[src/rtl/seq_pkg.sv]
// Shared types and constants for the serial sequence generator.
// State encoding, default widths and the reference test word.
package seq_pkg;

    localparam int SEQ_DATA_W = 24;
    localparam int SEQ_LEN_W  = 5;

    localparam logic [SEQ_DATA_W-1:0] SEQ_TEST_WORD = 24'h0C9094;

    typedef enum logic [1:0] {
        ST_IDLE  = 2'd0,
        ST_SHIFT = 2'd1,
        ST_GAP   = 2'd2
    } seq_state_e;

endpackage

[src/rtl/seq_ser_gen.sv]
// Parallel-to-serial MSB-first frame generator for the sequence detector.
// Optional frame looping is enabled with `define SEQ_SER_GEN_LOOP_EN.
module seq_ser_gen
    import seq_pkg::*;
#(
    parameter int DATA_W     = SEQ_DATA_W,
    parameter int LEN_W      = SEQ_LEN_W,
    parameter int GAP_CYCLES = 0
) (
    input  logic              clk,
    input  logic              rst,
    input  logic [DATA_W-1:0] in_data,
    input  logic [LEN_W-1:0]  in_len,
    input  logic              in_valid,
    output logic              in_ready,
    output logic              ser_bit,
    output logic              ser_valid,
    output logic              ser_last,
    output logic              busy
);

    localparam int GAP_W = (GAP_CYCLES > 1) ? $clog2(GAP_CYCLES) : 1;
    localparam logic [LEN_W-1:0] CNT_MAX = LEN_W'(DATA_W - 1);
    localparam logic [GAP_W-1:0] GAP_LOAD =
        GAP_W'((GAP_CYCLES > 0) ? GAP_CYCLES - 1 : 0);

`ifdef SEQ_SER_GEN_LOOP_EN
    localparam bit RELOAD_ON_LAST = 1'b1;
`else
    localparam bit RELOAD_ON_LAST = (GAP_CYCLES == 0);
`endif

    seq_state_e        state_q, state_d;
    logic [DATA_W-1:0] sreg_q, sreg_d;
    logic [LEN_W-1:0]  cnt_q, cnt_d;
    logic [GAP_W-1:0]  gap_q, gap_d;
    logic [LEN_W-1:0]  load_cnt;
    logic              last_bit;
    logic              accept;

`ifdef SEQ_SER_GEN_LOOP_EN
    logic [DATA_W-1:0] hold_data_q, hold_data_d;
    logic [LEN_W-1:0]  hold_cnt_q, hold_cnt_d;
`endif

    // Zero or oversize lengths both mean a full-width frame.
    always_comb begin
        load_cnt = CNT_MAX;
        if (in_len != '0 && 32'(in_len) <= 32'(DATA_W)) begin
            load_cnt = in_len - 1'b1;
        end
    end

    assign last_bit = (state_q == ST_SHIFT) && (cnt_q == '0);

    always_comb begin
        in_ready = 1'b0;
        if (!rst) begin
            unique case (state_q)
                ST_IDLE:  in_ready = 1'b1;
                ST_SHIFT: in_ready = RELOAD_ON_LAST && (cnt_q == '0);
                ST_GAP:   in_ready = 1'b0;
                default:  in_ready = 1'b0;
            endcase
        end
    end

    assign accept = in_valid & in_ready;

    always_comb begin
        state_d = state_q;
        sreg_d  = sreg_q;
        cnt_d   = cnt_q;
        gap_d   = gap_q;
`ifdef SEQ_SER_GEN_LOOP_EN
        hold_data_d = hold_data_q;
        hold_cnt_d  = hold_cnt_q;
        if (accept) begin
            hold_data_d = in_data;
            hold_cnt_d  = load_cnt;
        end
`endif
        unique case (state_q)
            ST_IDLE: begin
                if (accept) begin
                    sreg_d  = in_data;
                    cnt_d   = load_cnt;
                    state_d = ST_SHIFT;
                end
            end
            ST_SHIFT: begin
                sreg_d = sreg_q << 1;
                cnt_d  = cnt_q - 1'b1;
                if (cnt_q == '0) begin
                    if (accept) begin
                        sreg_d = in_data;
                        cnt_d  = load_cnt;
`ifdef SEQ_SER_GEN_LOOP_EN
                    end else begin
                        sreg_d = hold_data_q;
                        cnt_d  = hold_cnt_q;
                    end
`else
                    end else if (GAP_CYCLES > 0) begin
                        cnt_d   = '0;
                        gap_d   = GAP_LOAD;
                        state_d = ST_GAP;
                    end else begin
                        cnt_d   = '0;
                        state_d = ST_IDLE;
                    end
`endif
                end
            end
            ST_GAP: begin
                if (gap_q == '0) begin
                    state_d = ST_IDLE;
                end else begin
                    gap_d = gap_q - 1'b1;
                end
            end
            default: state_d = ST_IDLE;
        endcase
    end

    always_ff @(posedge clk) begin
        if (rst) begin
            state_q <= ST_IDLE;
            sreg_q  <= '0;
            cnt_q   <= '0;
            gap_q   <= '0;
        end else begin
            state_q <= state_d;
            sreg_q  <= sreg_d;
            cnt_q   <= cnt_d;
            gap_q   <= gap_d;
        end
    end

`ifdef SEQ_SER_GEN_LOOP_EN
    always_ff @(posedge clk) begin
        if (rst) begin
            hold_data_q <= '0;
            hold_cnt_q  <= '0;
        end else begin
            hold_data_q <= hold_data_d;
            hold_cnt_q  <= hold_cnt_d;
        end
    end
`endif

    // Serial outputs depend only on registered state.
    assign ser_valid = (state_q == ST_SHIFT);
    assign ser_bit   = ser_valid & sreg_q[DATA_W-1];
    assign ser_last  = last_bit;
    assign busy      = (state_q != ST_IDLE);

endmodule

[config.mk]
export PLATFORM = sky130hd
export DESIGN_NAME = seq_ser_gen
export DESIGN_NICKNAME = d
export VERILOG_FILES = /design/src/rtl/seq_pkg.sv /design/src/rtl/seq_ser_gen.sv
export SDC_FILE = /design/constraint.sdc
export NUM_CORES = 1
export LEC_CHECK = 0
export ABC_AREA = 0
export CORE_MARGIN = 2
export CORE_UTILIZATION = 55
export CTS_CLUSTER_DIAMETER = 60
export CTS_CLUSTER_SIZE = 25
export DETAILED_ROUTE_END_ITERATION = 10
export PLACE_DENSITY = 0.84
export SLEW_MARGIN = 20
export SYNTH_ARGS = -nofsm -noshare
export SYNTH_HDL_FRONTEND = slang
export SYNTH_SLANG_ARGS = --single-unit
[constraint.sdc]
create_clock -name clk -period 5 [get_ports clk]
set_clock_uncertainty 0.05 [all_clocks]
set_input_delay 1 -clock clk [delete_from_list [all_inputs] [get_ports clk]]
set_output_delay 1 -clock clk [all_outputs]
set_load 0.1 [all_outputs]
After elaboration in Yosys (flattened, before gate mapping)
Index checks and enable logic that the tools add are counted.
Storage, ports and cells
  bits of input ports: 32
  bits in registers: 32
  word-level logic and storage cells: 42
Operators by class
  add/sub/neg operators: 3
  bitwise gates (word level): 2
  equal/unequal tests: 6
  $lt $le $gt $ge: 1
  reduce and logical (&&, ||, !) cells: 9
  mux-type cells: 17
Operators with widths (count)
  2-to-1 mux 24 bit: 3
  case mux 24 bit (2 select lines): 1
  2-to-1 mux 5 bit: 4
  case mux 5 bit (2 select lines): 1
  subtractor 5 x 1 -> 5 bit (second input constant): 2
  2-to-1 mux 2 bit: 4
  inequality test 2 bit (second input constant): 3
  case mux 2 bit (3 select lines): 1
  less-or-equal comparator 5 bit (second input constant): 1
  zero test 5 bit: 1
  nonzero test 5 bit: 1
  AND reduction 4 bit: 1
  nonzero test 2 bit: 2
  bitwise AND 1 bit: 2
  == test 2 x 1 -> 1 bit (second input constant): 1
  == test 2 bit (second input constant): 1
  logical AND 1 bit: 2
  zero test 2 bit: 1
  2-to-1 mux 1 bit: 2
  inequality test 2 x 1 -> 1 bit (second input constant): 1
  case mux 1 bit (2 select lines): 1
  AND reduction 2 bit: 1
  subtractor 1 bit (second input constant): 1

Logic depth before layout (Yosys ltp)
  word-level depth: 7
  depth in mapped cells: 9
  gate-level depth less buffers: 6

Worst setup path after synthesis
OpenSTA, ideal clock, no wires.
  kind: input to output
  start point: in rst
  end point: out in_ready
  arrival time: 2.620 ns
  buffers on the path: 2
  path slack: 1.330 ns
  stages: 3
  path through: buf_1 -> clkbuf_1 -> nor2_1
Between the ends
  cells in the longest elaborated chain, start to end: 1
RTL lines
  from (decl): line seq_ser_gen.sv:11  | input logic rst,
  2-to-1 mux 1 bit: line seq_ser_gen.sv:58  | if (!rst) begin
  to (decl): line seq_ser_gen.sv:15  | output logic in_ready,
No other way between the ends.

Worst setup path after layout
  start point: reg cnt_q[0]
  end point: out ser_last
Between the ends
  cells in the longest elaborated chain, start to end: 2
RTL lines
  from (decl): line seq_ser_gen.sv:35  | logic [LEN_W-1:0] cnt_q, cnt_d;
  from (signal assigned): line seq_ser_gen.sv:135  | cnt_q <= cnt_d;
  zero test 5 bit: line seq_ser_gen.sv:54  | assign last_bit = (state_q == ST_SHIFT) && (cnt_q == '0);
  logical AND 1 bit: line seq_ser_gen.sv:54
  to (decl): line seq_ser_gen.sv:18  | output logic ser_last,
No other way between the ends.

==> run summary <==
status -> complete, no violations
synthesized area per cell -> 8.753 um^2
CORE AREA -> 3284 um^2
hold slack -> 0.4437 ns
Worst setup EP type -> output port
vias -> 1705
TritonCTS clock tree -> done
first-pass GRT wire length -> 7024 um
Leak -> 0.7793 nW
crit share post-route -> 0.7303
crit path kind -> reg -> out
Longest Clk Path Bufs -> 2
Reg clk slew, reported paths -> 0.09 ns
setup bufs post-CTS -> 0
IO buf count -> 36
Final Setup Violations -> 0
fin nets -> 273
initial antenna violation count -> 0
total power -> 0.0006408 W
Final min period -> 3.651 ns
die width -> 62.22 um
I/O pins -> 37
routability congestion estimate -> 0.8183
number of global-route vias before repair -> 1561
RSZ-0062 raised after global routing -> false
Final HPWL DP -> 2673 um
DR DRC count -> 0
commonest cells after routing, fill and taps aside -> clkdlybuf4s50_1 (34), dfxtp_1 (30), nor2b_1 (25), nor3_1 (25), a211oi_1 (24)
highest clock rate -> 0.2739 GHz
Antenna Cells -> 0
vias per cell -> 6.004
Die Y -> 62.22 um
setup_tns -> 0 ns
cell row count -> 21
Die ar. -> 3871 um^2
Distinct cells, synth -> 39
Worst EP arrival -> 2.60 ns
initial drt markers -> 109
Final Util -> 0.6762
ANT nets after route -> 0
Data required, critical path -> 3.95 ns
clock sink count -> 30
asr flop ratio synth -> 0
Hold Crit Class -> reg -> reg
Layout area overhead -> 19.13%
Routed wire per std cell -> 14.21 um
Num CTS Buffers -> 5
Worst-Skew Late Latency -> 0.32 ns
Starting Density -> 0.5676
#FFs+latches synth -> 30
worst rel slew slack -> 0.3514
post-synthesis sequential area ratio -> 0.3221
post-CTS sizing -> 0
EDFF count, synth -> 0
# H-tree levels -> 2
Slew @ Worst Pin -> 0.9699 ns
Mapped Nets -> 248
cts hold-fix bufs -> 0
largest net degree at the start of global routing -> 56
Tot GR Track Use -> 0.2241
Startpoint Class -> flop
number of synthesis warnings -> 0
drt pass-1 iters -> 4
Pwr Density -> 288.5 nW/um^2
root buf cell -> clkbuf_4
final slew viol count -> 0
commonest non-fill, non-tap cell in the layout -> clkdlybuf4s50_1
critical path peak fanout -> 5
max-cap viol count -> 0
Post-Syn Instances -> 213
final hold vios -> 0
Overflow after GRT -> 0
top_reg_cell synth -> dfxtp_1
maximum vdd drop -> 0.1842 mV
share of cells above drive strength 1 -> 0.1471
drt total wl -> 4037 um
Post-Syn Area -> 1864 um^2
==> synth_stat cells (2+ instances only) <==
| cell | instances | share of area |
|---|---|---|
| inv_1 | 5 | 0.010 |
| o21ai_0 | 2 | 0.0054 |
| nand2b_1 | 2 | 0.0067 |
| buf_6 | 5 | 0.030 |
| and2_1 | 3 | 0.010 |
| mux2i_1 | 2 | 0.011 |
| a211oi_1 | 24 | 0.097 |
| dfxtp_1 | 30 | 0.32 |
| nand2_1 | 7 | 0.014 |
| a21oi_1 | 6 | 0.016 |
| a22oi_1 | 2 | 0.0081 |
| nand4_1 | 2 | 0.0067 |
| a31oi_1 | 2 | 0.0067 |
| o22ai_2 | 20 | 0.13 |
| nor2_1 | 10 | 0.020 |
| nor2b_1 | 25 | 0.084 |
| ha_1 | 3 | 0.020 |
| o211ai_1 | 2 | 0.0081 |
| o22ai_1 | 4 | 0.013 |
| a211o_1 | 2 | 0.0094 |
| clkbuf_1 | 13 | 0.026 |
| nor3_1 | 25 | 0.067 |
==> sequential cells by signal, indices dropped and copies added (netlist names) <==
register	cells
state_q	1
cnt_q	5
sreg_q	24
==> cells by family (layout without fill, tap and decap cells) <==
family,Yosys count,after routing,synth area share
adders and majority gates,3,3,0.02014
and+or+nand+nor,82,82,0.2409
muxes,2,2,0.01074
AOI/OAI and AO/OA,70,70,0.3309
DFF,30,30,0.3221
buffers and inverters,26,51,0.07517
==> worst max-delay path: stages, from the launching register on <==
cell,delay [ns]
dfxtp_1,0.33
inv_1,0.10
ha_1,0.22
nor4b_1,0.32
and2_1,0.18
clkdlybuf4s50_1,1.13
==> area by class of cell <==
cell class	instances	area [um^2]
fill	275	1064
timing repair buffer	39	375.4
sequential	30	600.6
tap	46	57.56
multi-input combinational	157	1124
clock buffer	7	45.04
inverter	5	18.77
==> metal layers <==
layer | wire length, um | global-route usage
met1 | 1915 | 0.3005
met2 | 1876 | 0.3424
met3 | 198 | 0.06703
met4 | 46 | 0.08056
met5 | 0 | 0
==> per-stage QoR <==
step                      area (um^2)  setup WS (ns)  cells
after floorplan                  1864          1.330    213
after global placement           2176          1.746    277
after CTS                        2221          1.343    284
after detailed placement         2176          1.724    277
after global routing             2221          1.248    284
final                            2221          1.349    284
==> where the power goes <==
part,switching (W),leakage [nW],internal (W)
Clock,0.0000791,0.0254,0.0000529
Sequential,0.0000220,0.249,0.000267
Combinational,0.000121,0.505,0.0000986
Total,0.000223,0.779,0.000418
==> path summary, 6_finish.rpt <==
path | start | to | slack (ns) | cells past startpoint
worst max-delay path | cnt_q[0] | ser_last | 1.35 | 5
worst min-delay path | sreg_q[13] | sreg_q[14] | 0.44 | 2
worst max register to register | cnt_q[0] | sreg_q[1] | 2.51 | 6
worst min register to register | sreg_q[13] | sreg_q[14] | 0.44 | 2
Note: power is estimated with default switching activity, not from simulation.
